### config.mk
export PLATFORM = sky130hd
export DESIGN_NAME = floor_request_register_flat
export DESIGN_NICKNAME = d
export VERILOG_FILES = /design/src/rtl/floor_request_register_if.sv /design/src/rtl/floor_request_register.sv /design/src/flat_wrapper.sv
export SDC_FILE = /design/constraint.sdc
export NUM_CORES = 1
export LEC_CHECK = 0
export BUFFER_PORTS_ARGS = -buffer_cell sky130_fd_sc_hd__buf_4
export CAP_MARGIN = 40
export CORE_MARGIN = 2
export CORE_UTILIZATION = 55
export CTS_CLUSTER_SIZE = 25
export DETAILED_ROUTE_END_ITERATION = 12
export GPL_ROUTABILITY_DRIVEN = 0
export PLACE_DENSITY_LB_ADDON = 0.25
export SETUP_SLACK_MARGIN = 0.1
export SLEW_MARGIN = 40
export SYNTH_ARGS = -nofsm -noshare
export SYNTH_HDL_FRONTEND = slang
export SYNTH_SLANG_ARGS = --single-unit
export TNS_END_PERCENT = 50
### constraint.sdc
create_clock -name clk -period 4.6 [get_ports clk]
set_clock_uncertainty 0.1 [all_clocks]
set_input_delay 0.23 -clock clk [delete_from_list [all_inputs] [get_ports clk]]
set_output_delay 0.23 -clock clk [all_outputs]
set_load 0.02 [all_outputs]
### src/rtl/floor_request_register_if.sv
// ---------------------------------------------------------------------------
// floor_request_register_if
//
// Bundles the floor-request datapath signals between the button/position
// sources, the floor_request_register block and the downstream direction
// logic.
//
// Parameters:
//   FLOORS        number of floors; width of every floor vector
//
// Signals:
//   floorbutton   synchronized floor-button levels, bit i = floor i
//   currentFloor  one-hot car position from floorControl
//   direction     car motion: 2'b10 up, 2'b01 down, 2'b00 stopped,
//                 2'b11 treated as moving
//   nextFloor     pending requests presented to the direction block
//   doorOpen      high while the door dwell is running
//   pending       saturating population count of pending requests
//
// Modports:
//   master        drives buttons/position/motion, observes the outputs
//   slave         the floor_request_register block itself
// ---------------------------------------------------------------------------
interface floor_request_register_if #(
  parameter int FLOORS = 6
);
  logic [FLOORS-1:0] floorbutton;
  logic [FLOORS-1:0] currentFloor;
  logic [1:0]        direction;
  logic [FLOORS-1:0] nextFloor;
  logic              doorOpen;
  logic [2:0]        pending;

  modport master (
    output floorbutton,
    output currentFloor,
    output direction,
    input  nextFloor,
    input  doorOpen,
    input  pending
  );

  modport slave (
    input  floorbutton,
    input  currentFloor,
    input  direction,
    output nextFloor,
    output doorOpen,
    output pending
  );
endinterface

### src/rtl/floor_request_register.sv
// ---------------------------------------------------------------------------
// floor_request_register
//
// Upstream stage of the elevator datapath. Rising edges on the synchronized
// floor buttons latch pending requests; when the car is stopped at a floor
// with a pending request, that request is cleared and the door is held open
// for DWELL clock cycles. Pending requests are presented on nextFloor
// (blanked while the door is open) together with a saturating count.
//
// Parameters:
//   FLOORS   number of floors (default 6)
//   DWELL    door-open time in clk cycles, legal range 1..15 (default 3)
//
// Ports:
//   clk      divided system clock, all state updates on its rising edge
//   reset    synchronous, active-high
//   bus      floor_request_register_if.slave
//              in : floorbutton, currentFloor, direction
//              out: nextFloor, doorOpen, pending (all registered)
//
// Build option:
//   REQ_CANCEL_EN  when defined, pressing a floor whose request is already
//                  pending (outside the door dwell) cancels that request.
//                  When undefined such presses are ignored.
// ---------------------------------------------------------------------------
module floor_request_register #(
  parameter int FLOORS = 6,
  parameter int DWELL  = 3
) (
  input  logic                     clk,
  input  logic                     reset,
  floor_request_register_if.slave  bus
);

  typedef enum logic [1:0] {
    IDLE  = 2'd0,   // no pending requests
    SERVE = 2'd1,   // requests pending, waiting for the car to stop at one
    DOOR  = 2'd2    // door dwell running
  } state_t;

  localparam logic [3:0] CNT_LOAD = 4'(DWELL - 1);

  state_t            state_q, state_d;
  logic [FLOORS-1:0] prev_q;
  logic [FLOORS-1:0] req_q, req_d;
  logic [3:0]        cnt_q, cnt_d;
  logic              door_q, door_d;
  logic [FLOORS-1:0] next_floor_q, next_floor_d;
  logic [2:0]        pending_q, pending_d;

  logic [FLOORS-1:0] press;
  logic [FLOORS-1:0] cur_floor;
  logic              cur_one_hot;
  logic              hit;
  logic              restart;

  function automatic int unsigned popcount(input logic [FLOORS-1:0] v);
    int unsigned n;
    n = 0;
    for (int i = 0; i < FLOORS; i++) begin
      if (v[i]) n++;
    end
    return n;
  endfunction

  // Only a rising edge of a button counts; a held button sets its bit once.
  assign press     = bus.floorbutton & ~prev_q;
  assign cur_floor = bus.currentFloor;

  // A position vector that is zero or has several bits set is a glitch from
  // floorControl and must never clear a request.
  assign cur_one_hot = (popcount(cur_floor) == 1);

  assign hit = cur_one_hot
            && (bus.direction == 2'b00)
            && ((cur_floor & req_q) != '0);

  // Re-pressing the button of the floor the car is parked at keeps the door
  // open instead of queueing a request.
  assign restart = ((press & cur_floor) != '0);

  // -------------------------------------------------------------------------
  // Next-state and datapath logic
  // -------------------------------------------------------------------------
  always_comb begin
    // NOTE: every signal assigned in this block gets a default first, so no
    // path through the case leaves it unassigned and no latch is inferred.
    state_d = state_q;
    req_d   = req_q;
    cnt_d   = cnt_q;
    door_d  = door_q;

    unique case (state_q)
      IDLE: begin
        req_d = req_q | press;
        if (req_d != '0) state_d = SERVE;
      end

      SERVE: begin
`ifdef REQ_CANCEL_EN
        // A press on an idle floor sets its bit, on a pending floor clears it.
        req_d = req_q ^ press;
`else
        req_d = req_q | press;
`endif
        if (hit) begin
          // Applied after the press so a same-cycle press at this floor
          // cannot resurrect the request being served.
          req_d   = req_d & ~cur_floor;
          door_d  = 1'b1;
          cnt_d   = CNT_LOAD;
          state_d = DOOR;
        end else if (req_d == '0) begin
          state_d = IDLE;
        end
      end

      DOOR: begin
        req_d = req_q | (press & ~cur_floor);
        if (restart) begin
          cnt_d = CNT_LOAD;
        end else if (cnt_q == 4'd0) begin
          door_d  = 1'b0;
          state_d = (req_d != '0) ? SERVE : IDLE;
        end else begin
          cnt_d = cnt_q - 4'd1;
        end
      end

      default: begin
        state_d = IDLE;
      end
    endcase
  end

  // Outputs are computed from registered state only, so no input reaches an
  // output without passing through a flop.
  always_comb begin
    int unsigned n;
    n            = popcount(req_q);
    pending_d    = (n > 7) ? 3'd7 : 3'(n);
    next_floor_d = door_q ? '0 : req_q;
  end

  // -------------------------------------------------------------------------
  // Registers
  // -------------------------------------------------------------------------
  always_ff @(posedge clk) begin
    // NOTE: sequential state uses non-blocking assignments so every flop
    // samples the values from before this edge, independent of statement
    // order.
    // The edge detector keeps tracking the buttons through reset, so a
    // button held across reset is not seen as a fresh press afterwards.
    prev_q <= bus.floorbutton;
    if (reset) begin
      state_q      <= IDLE;
      req_q        <= '0;
      cnt_q        <= 4'd0;
      door_q       <= 1'b0;
      next_floor_q <= '0;
      pending_q    <= 3'd0;
    end else begin
      state_q      <= state_d;
      req_q        <= req_d;
      cnt_q        <= cnt_d;
      door_q       <= door_d;
      next_floor_q <= next_floor_d;
      pending_q    <= pending_d;
    end
  end

  assign bus.nextFloor = next_floor_q;
  assign bus.doorOpen  = door_q;
  assign bus.pending   = pending_q;

endmodule

### src/flat_wrapper.sv
// flat-port wrapper written by rule: the top's interface ports become plain ports
module floor_request_register_flat 
#(
  parameter int FLOORS = 6,
  parameter int DWELL  = 3
)
  (clk, reset, bus_floorbutton, bus_currentFloor, bus_direction, bus_nextFloor, bus_doorOpen, bus_pending);
  floor_request_register_if #(.FLOORS(FLOORS)) bus_i ();
  input  logic clk;
  input  logic reset;
  input wire logic [$bits(bus_i.floorbutton)-1:0] bus_floorbutton;
  input wire logic [$bits(bus_i.currentFloor)-1:0] bus_currentFloor;
  input wire logic [$bits(bus_i.direction)-1:0] bus_direction;
  output wire logic [$bits(bus_i.nextFloor)-1:0] bus_nextFloor;
  output wire logic [$bits(bus_i.doorOpen)-1:0] bus_doorOpen;
  output wire logic [$bits(bus_i.pending)-1:0] bus_pending;
  assign bus_i.floorbutton = bus_floorbutton;
  assign bus_i.currentFloor = bus_currentFloor;
  assign bus_i.direction = bus_direction;
  assign bus_nextFloor = bus_i.nextFloor;
  assign bus_doorOpen = bus_i.doorOpen;
  assign bus_pending = bus_i.pending;
  floor_request_register #(.FLOORS(FLOORS), .DWELL(DWELL)) u_core (.clk(clk), .reset(reset), .bus(bus_i));
endmodule
## Word-level counts from Yosys, hierarchy flattened

Index checks and enable logic that the tools add are counted.

| operators by class | value |
|---|---|
| shifts and indexed selects | 0 |
| div/mod/pow operators | 0 |
| order comparisons | 1 |
| eq/ne operators | 9 |
| multiplexer cells | 30 |
| add/subtract/negate cells | 11 |
| reduce and logical (&&, ||, !) cells | 16 |
| multiply operators | 0 |
| bitwise operators | 9 |

Operator list:

| kind | count |
|---|---|
| $mux 32 | 10 |
| $add 32x1->32 const B | 8 |
| $eq 32x1->1 const B | 1 |
| $gt 32x3->1 const B | 1 |
| $and 6x6->6 | 5 |
| $reduce_bool 6->1 | 4 |
| $pmux 6 s3 | 1 |
| $mux 4 | 3 |
| $not 6->6 | 2 |
| $or 6x6->6 | 2 |
| $mux 2 | 5 |
| $pmux 4 s2 | 1 |
| $reduce_and 4->1 | 2 |
| $logic_not 6->1 | 1 |
| $mux 1 | 6 |
| $mux 6 | 1 |
| $ne 2x1->1 const B | 3 |
| $pmux 2 s3 | 1 |
| $add 1x1->2 const B | 2 |
| $logic_not 2->1 | 2 |
| $logic_not 4->1 | 1 |
| $sub 4x1->4 const B | 1 |
| $mux 3 | 1 |
| $ne 3x1->1 const B | 1 |
| other kinds (10) | 11 |

| storage, ports and cells | value |
|---|---|
| bits of input ports | 16 |
| bits in writable memories | 0 |
| memories | 0 |
| word-level logic and storage cells | 83 |
| bits in read-only memories | 0 |
| bits in registers | 28 |
| bits in latches | 0 |

## Depth between registers and ports, before layout

| depth | value |
|---|---|
| depth in word-level cells | 16 |
| gate-level depth with buffers | 15 |
| mapped depth without buffers | 15 |

## Worst setup path after synthesis

Ideal clock, no wire load.

| timing path | value |
|---|---|
| kind | input to register |
| start | input port bus_currentFloor[0] |
| end | register u_core.cnt_q[2] |
| data required time | 4385 ps |
| cell stages on the path | 15 |
| setup time | 115 ps |
| buffers on the path | 0 |
| arrival time | 3304 ps |
| setup slack | 1082 ps |
| path through | inv_1 > ha_1 > xor2_2 > ha_1 > mux2_2 > ha_1 > mux2_2 > ha_1 > nand2_1 > xnor2_1 > and2_1 > or2_2 > a31oi_1 > nor4_1 > o21ba_1 |

| between the ends | value |
|---|---|
| longest elaborated chain between the ends | 16 |

Ends and longest elaborated chain:

| element | RTL line | text |
|---|---|---|
| from (decl) | flat_wrapper.sv:12 | `input wire logic [$bits(bus_i.currentFloor)-1:0] bus_currentFloor;` |
| $mux 1 | floor_request_register.sv:61 | `if (v[i]) n++;` |
| $add 1x1->2 | floor_request_register.sv:61 |  |
| $mux 32 | floor_request_register.sv:61 |  |
| $add 32x1->32 | floor_request_register.sv:61 |  |
| $mux 32 | floor_request_register.sv:61 |  |
| $add 32x1->32 | floor_request_register.sv:61 |  |
| $mux 32 | floor_request_register.sv:61 |  |
| $add 32x1->32 | floor_request_register.sv:61 |  |
| $mux 32 | floor_request_register.sv:61 |  |
| $add 32x1->32 | floor_request_register.sv:61 |  |
| $mux 32 | floor_request_register.sv:61 |  |
| $eq 32x1->1 | floor_request_register.sv:72 | `assign cur_one_hot = (popcount(cur_floor) == 1);` |
| $logic_and 1x1->1 | floor_request_register.sv:75 | `&& (bus.direction == 2'b00)` |
| $logic_and 1x1->1 | floor_request_register.sv:76 | `&& ((cur_floor & req_q) != '0);` |
| $ne 2x1->1 (no line) | - |  |
| $reduce_and 3->1 (no line) | - |  |
| to (signal assigned) | floor_request_register.sv:165 | `cnt_q <= cnt_d;` |
| to (decl) | floor_request_register.sv:46 | `logic [3:0] cnt_q, cnt_d;` |

Parallel ways exist; a longest one is shown, timed or not.
A chain may end at the register's enable or synchronous reset.

## Worst setup path in the final report

| timing path | value |
|---|---|
| start | input port bus_currentFloor[0] |
| end | register u_core.cnt_q[1] |

Same word-level chain as after synthesis.

==> impl_metrics.csv <==
group,metric,value,unit
critical_path,worstSetupPathType,"primary input to flop",
critical_path,worstPathArrival,3.88,ns
placed_design,port_buffers,25,
floorplan,core_area,3420,µm²
floorplan,io_pins,26,
yosys,synth-edff-count,0,
critical_path,rr_endpoint,"u_core.bus.pending[1]",
timing,final.min_clock_period,3.73,ns
detailed_routing,drtIter0Drc,99,
yosys,postSynthAreaPerCell,8.02,µm²
power_and_ir_drop,power,0.815,mW
floorplan,rows,21,
critical_path,path_max_fanout,7,
critical_path,r2r_slack,1.65,ns
worst_hold_path,min_path_type,"primary input to flop",
cells_and_area,final_util,67.2,%
timing,rsz0062_at_grt,"false",
timing,relSlewSlack,56.9,%
clock_network,cts_made_buffers,3,
timing,period_share,81.0,%
yosys,synthTopCellsByArea,"dfxtp_1 (28%), ha_1 (11%), a21oi_1 (5.8%)",
detailed_routing,drc,0,
cells_and_area,layout.nets,305,
power_and_ir_drop,leakage,0.962,nW
cells_and_area,n_fill_cell,302,
global_route,grt_pass1_wl,7.69,mm
yosys,synth.largest_area_cell,"dfxtp_1",
yosys,synthesis.area,1990,µm²
floorplan,die_w,64.1,µm
timing,max_freq,0.268,GHz
detailed_routing,wl_per_cell,13.6,µm
detailed_routing,vias_per_cell,5.73,
timing,tns,0,ns
global_route,overflow,0,
yosys,postSynth.asyncResetShare,0,%
global_route,grt_antenna_before_repair,0,
yosys,yosys.cell_types.count,52,
power_and_ir_drop,power_density,355,nW/µm²
critical_path,r2r_cells,10,
clock_network,insertion_delay,0.34,ns
timing,tightest_slew,0.644,ns
clock_network,cts.path.max_buffers,2,
placed_design,dp_hpwl,3.32,mm
placed_design,dp_slack,0.538,ns
clock_network,htreeDepth,1,
detailed_routing,num_vias,1816,
floorplan,dieArea,4110,µm²
floorplan,start_util,58.2,%
clock_network,cts.sink_count,28,
timing,setup_viol,0,
timing,final-max-slew-violation-count,0,
critical_path,end_kind,"flop",
clock_network,clkTransAtPathRegs,0.16,ns
timing,fin_ws,0.873,ns
power_and_ir_drop,vdd_ir_drop_max,269,µV
yosys,dominantRegCellSynth,"dfxtp_1",
worst_hold_path,min_from,"reset",
cells_and_area,drive_gt1_share,14.8,%
clock_network,post_cts_resized,0,
timing,final_hold_viol_count,0,
yosys,synth_seq_area_share,28.2,%
outcome,status,"completed",
detailed_routing,first_pass_iters,4,
cells_and_area,diodes,0,
global_route,grt_pass1_vias,1710,
critical_path,worstSetupStartpointType,"primary input",
detailed_routing,drt-total-wl,4.31,mm
cells_and_area,syn2layout_area_growth,15.3,%
yosys,synth_top_cell_area_share,28.2,%
clock_network,cts_tree,"done",
yosys,synth_seq_cells,28,
timing,fin_hold_ws,0.0790,ns
critical_path,rr_startpoint,"u_core.req_q[0]",
critical_path,crit_required,4.76,ns
yosys,syn_nets,281,
detailed_routing,drtAntennaViolNets,0,
yosys,yosysWarnings,0,
floorplan,die_h,64.1,µm
worst_hold_path,whs_path_depth,2,
yosys,synthCells,248,
worst_hold_path,holdPathEnd,"u_core.bus.pending[0]",
run,maxCapViolations,0,
clock_network,clock-root-buffer,"clkbuf_4",
global_route,grt_max_degree,20,
global_route,grt_usage,23.2,%
## how the worst max path moves through the flow
stage,start,end,slack (ns),depth (start not counted)
after detailed placement,bus_currentFloor[0],u_core.cnt_q[1],0.54,16
after global placement,bus_currentFloor[0],u_core.cnt_q[1],0.66,16
final,bus_currentFloor[0],u_core.cnt_q[1],0.87,16
after floorplan,bus_currentFloor[0],u_core.cnt_q[2],1.08,15
after CTS,bus_currentFloor[0],u_core.cnt_q[1],0.89,16
after global routing,bus_currentFloor[0],u_core.cnt_q[1],0.61,16
## layout make-up
| type | instances | area (µm²) | share of cell area, % |
|---|---|---|---|
| multi-input cells | 194 | 1320 | 57.7 |
| inverters | 14 | 52.6 | 2.29 |
| clock buffers | 3 | 22.5 | 0.981 |
| flip-flops and latches | 28 | 561 | 24.4 |
| clock inverters | 1 | 30.0 | 1.31 |
| well taps | 46 | 57.6 | 2.51 |
| repair buffers | 31 | 248 | 10.8 |
## report_power, final
group	internal [mW]	switching, mW
clock network	0.0882	0.0742
logic	0.151	0.203
registers	0.271	0.0275
## registers in the layout, indices dropped and copies added (netlist names)
register and count:
u_core.bus.nextFloor 6, u_core.cnt_q 4, u_core.prev_q 6, u_core.state_q 2, u_core.bus.pending 3, u_core.req_q 6, u_core.bus.doorOpen 1
## worst max-delay path, cell delays in order
cell and delay (ns):
buf_4 0.12, inv_1 0.06, ha_1 0.39, xor2_2 0.33
ha_1 0.32, mux2_2 0.28, ha_1 0.29, mux2_2 0.28
ha_1 0.19, nand2_1 0.08, xnor2_1 0.09, and2_1 0.17
or2_2 0.31, a31oi_1 0.41, nor3_1 0.08, a211oi_1 0.24
## through the flow
stage / instance area, µm² / cells
6_report: 2290 / 317
5_1_grt: 2290 / 317
4_1_cts: 2290 / 317
3_5_place_dp: 2180 / 307
3_3_place_gp: 2180 / 307
2_1_floorplan: 1990 / 248
## metal layers
| metal | track usage, % | up-vias | share of wire, % |
|---|---|---|---|
| li1 | - | 930 | - |
| met3 | 3.70 | 6 | 5.4 |
| met4 | 5.59 | 0 | 1.4 |
| met5 | 0 | - | 0 |
| met1 | 29.9 | 831 | 46 |
| met2 | 40.5 | 49 | 47 |
## placed cells by master (no fill, tap or decap), types with 3 or more instances in the layout
cell           netlist  final
dlygate4sd3_1        0      6
ha_1                17     17
xnor2_1              8      8
clkbuf_4             0      3
nand2b_1             7      7
or2_2                3      3
nand3b_1             3      3
and2_1               5      5
o21ai_0             12     12
dfxtp_1             28     28
nand3_1              4      4
o22a_1               4      4
nand2_1             23     23
a22oi_1              5      5
nor3_1               9      9
nor2_1              18     18
a211oi_1             4      4
buf_4                1     25
nor2b_1              3      3
xor2_1               4      4
mux2_2               4      4
nand4_1              3      3
inv_1               14     14
a21oi_1             23     23
## timing repair
| action | 4_1_cts | 5_1_grt |
|---|---|---|
| hold buffers | 6 | 0 |
| endpoints found under the hold margin | 6 | 0 |
| buffers inserted | 0 | 0 |
## cells by family after synthesis
group | share of synthesized area (%)
AO/OA/AOI/OAI | 21.6
XOR/XNOR | 6.10
adder cells (fa/ha/maj) | 10.7
buffers and inverters | 5.28
flip-flops | 28.2
multiplexers | 3.84
AND/OR/NAND/NOR | 24.3
## cell usage after synthesis (5+ instances only)
master	number
inv_1	14
nand2_1	23
and2_1	5
ha_1	17
dfxtp_1	28
nor2_1	18
clkbuf_1	8
o21ai_0	12
xnor2_1	8
a22oi_1	5
a21oi_1	23
nor3_1	9
nand2b_1	7
(Power assumes the default switching activity.)
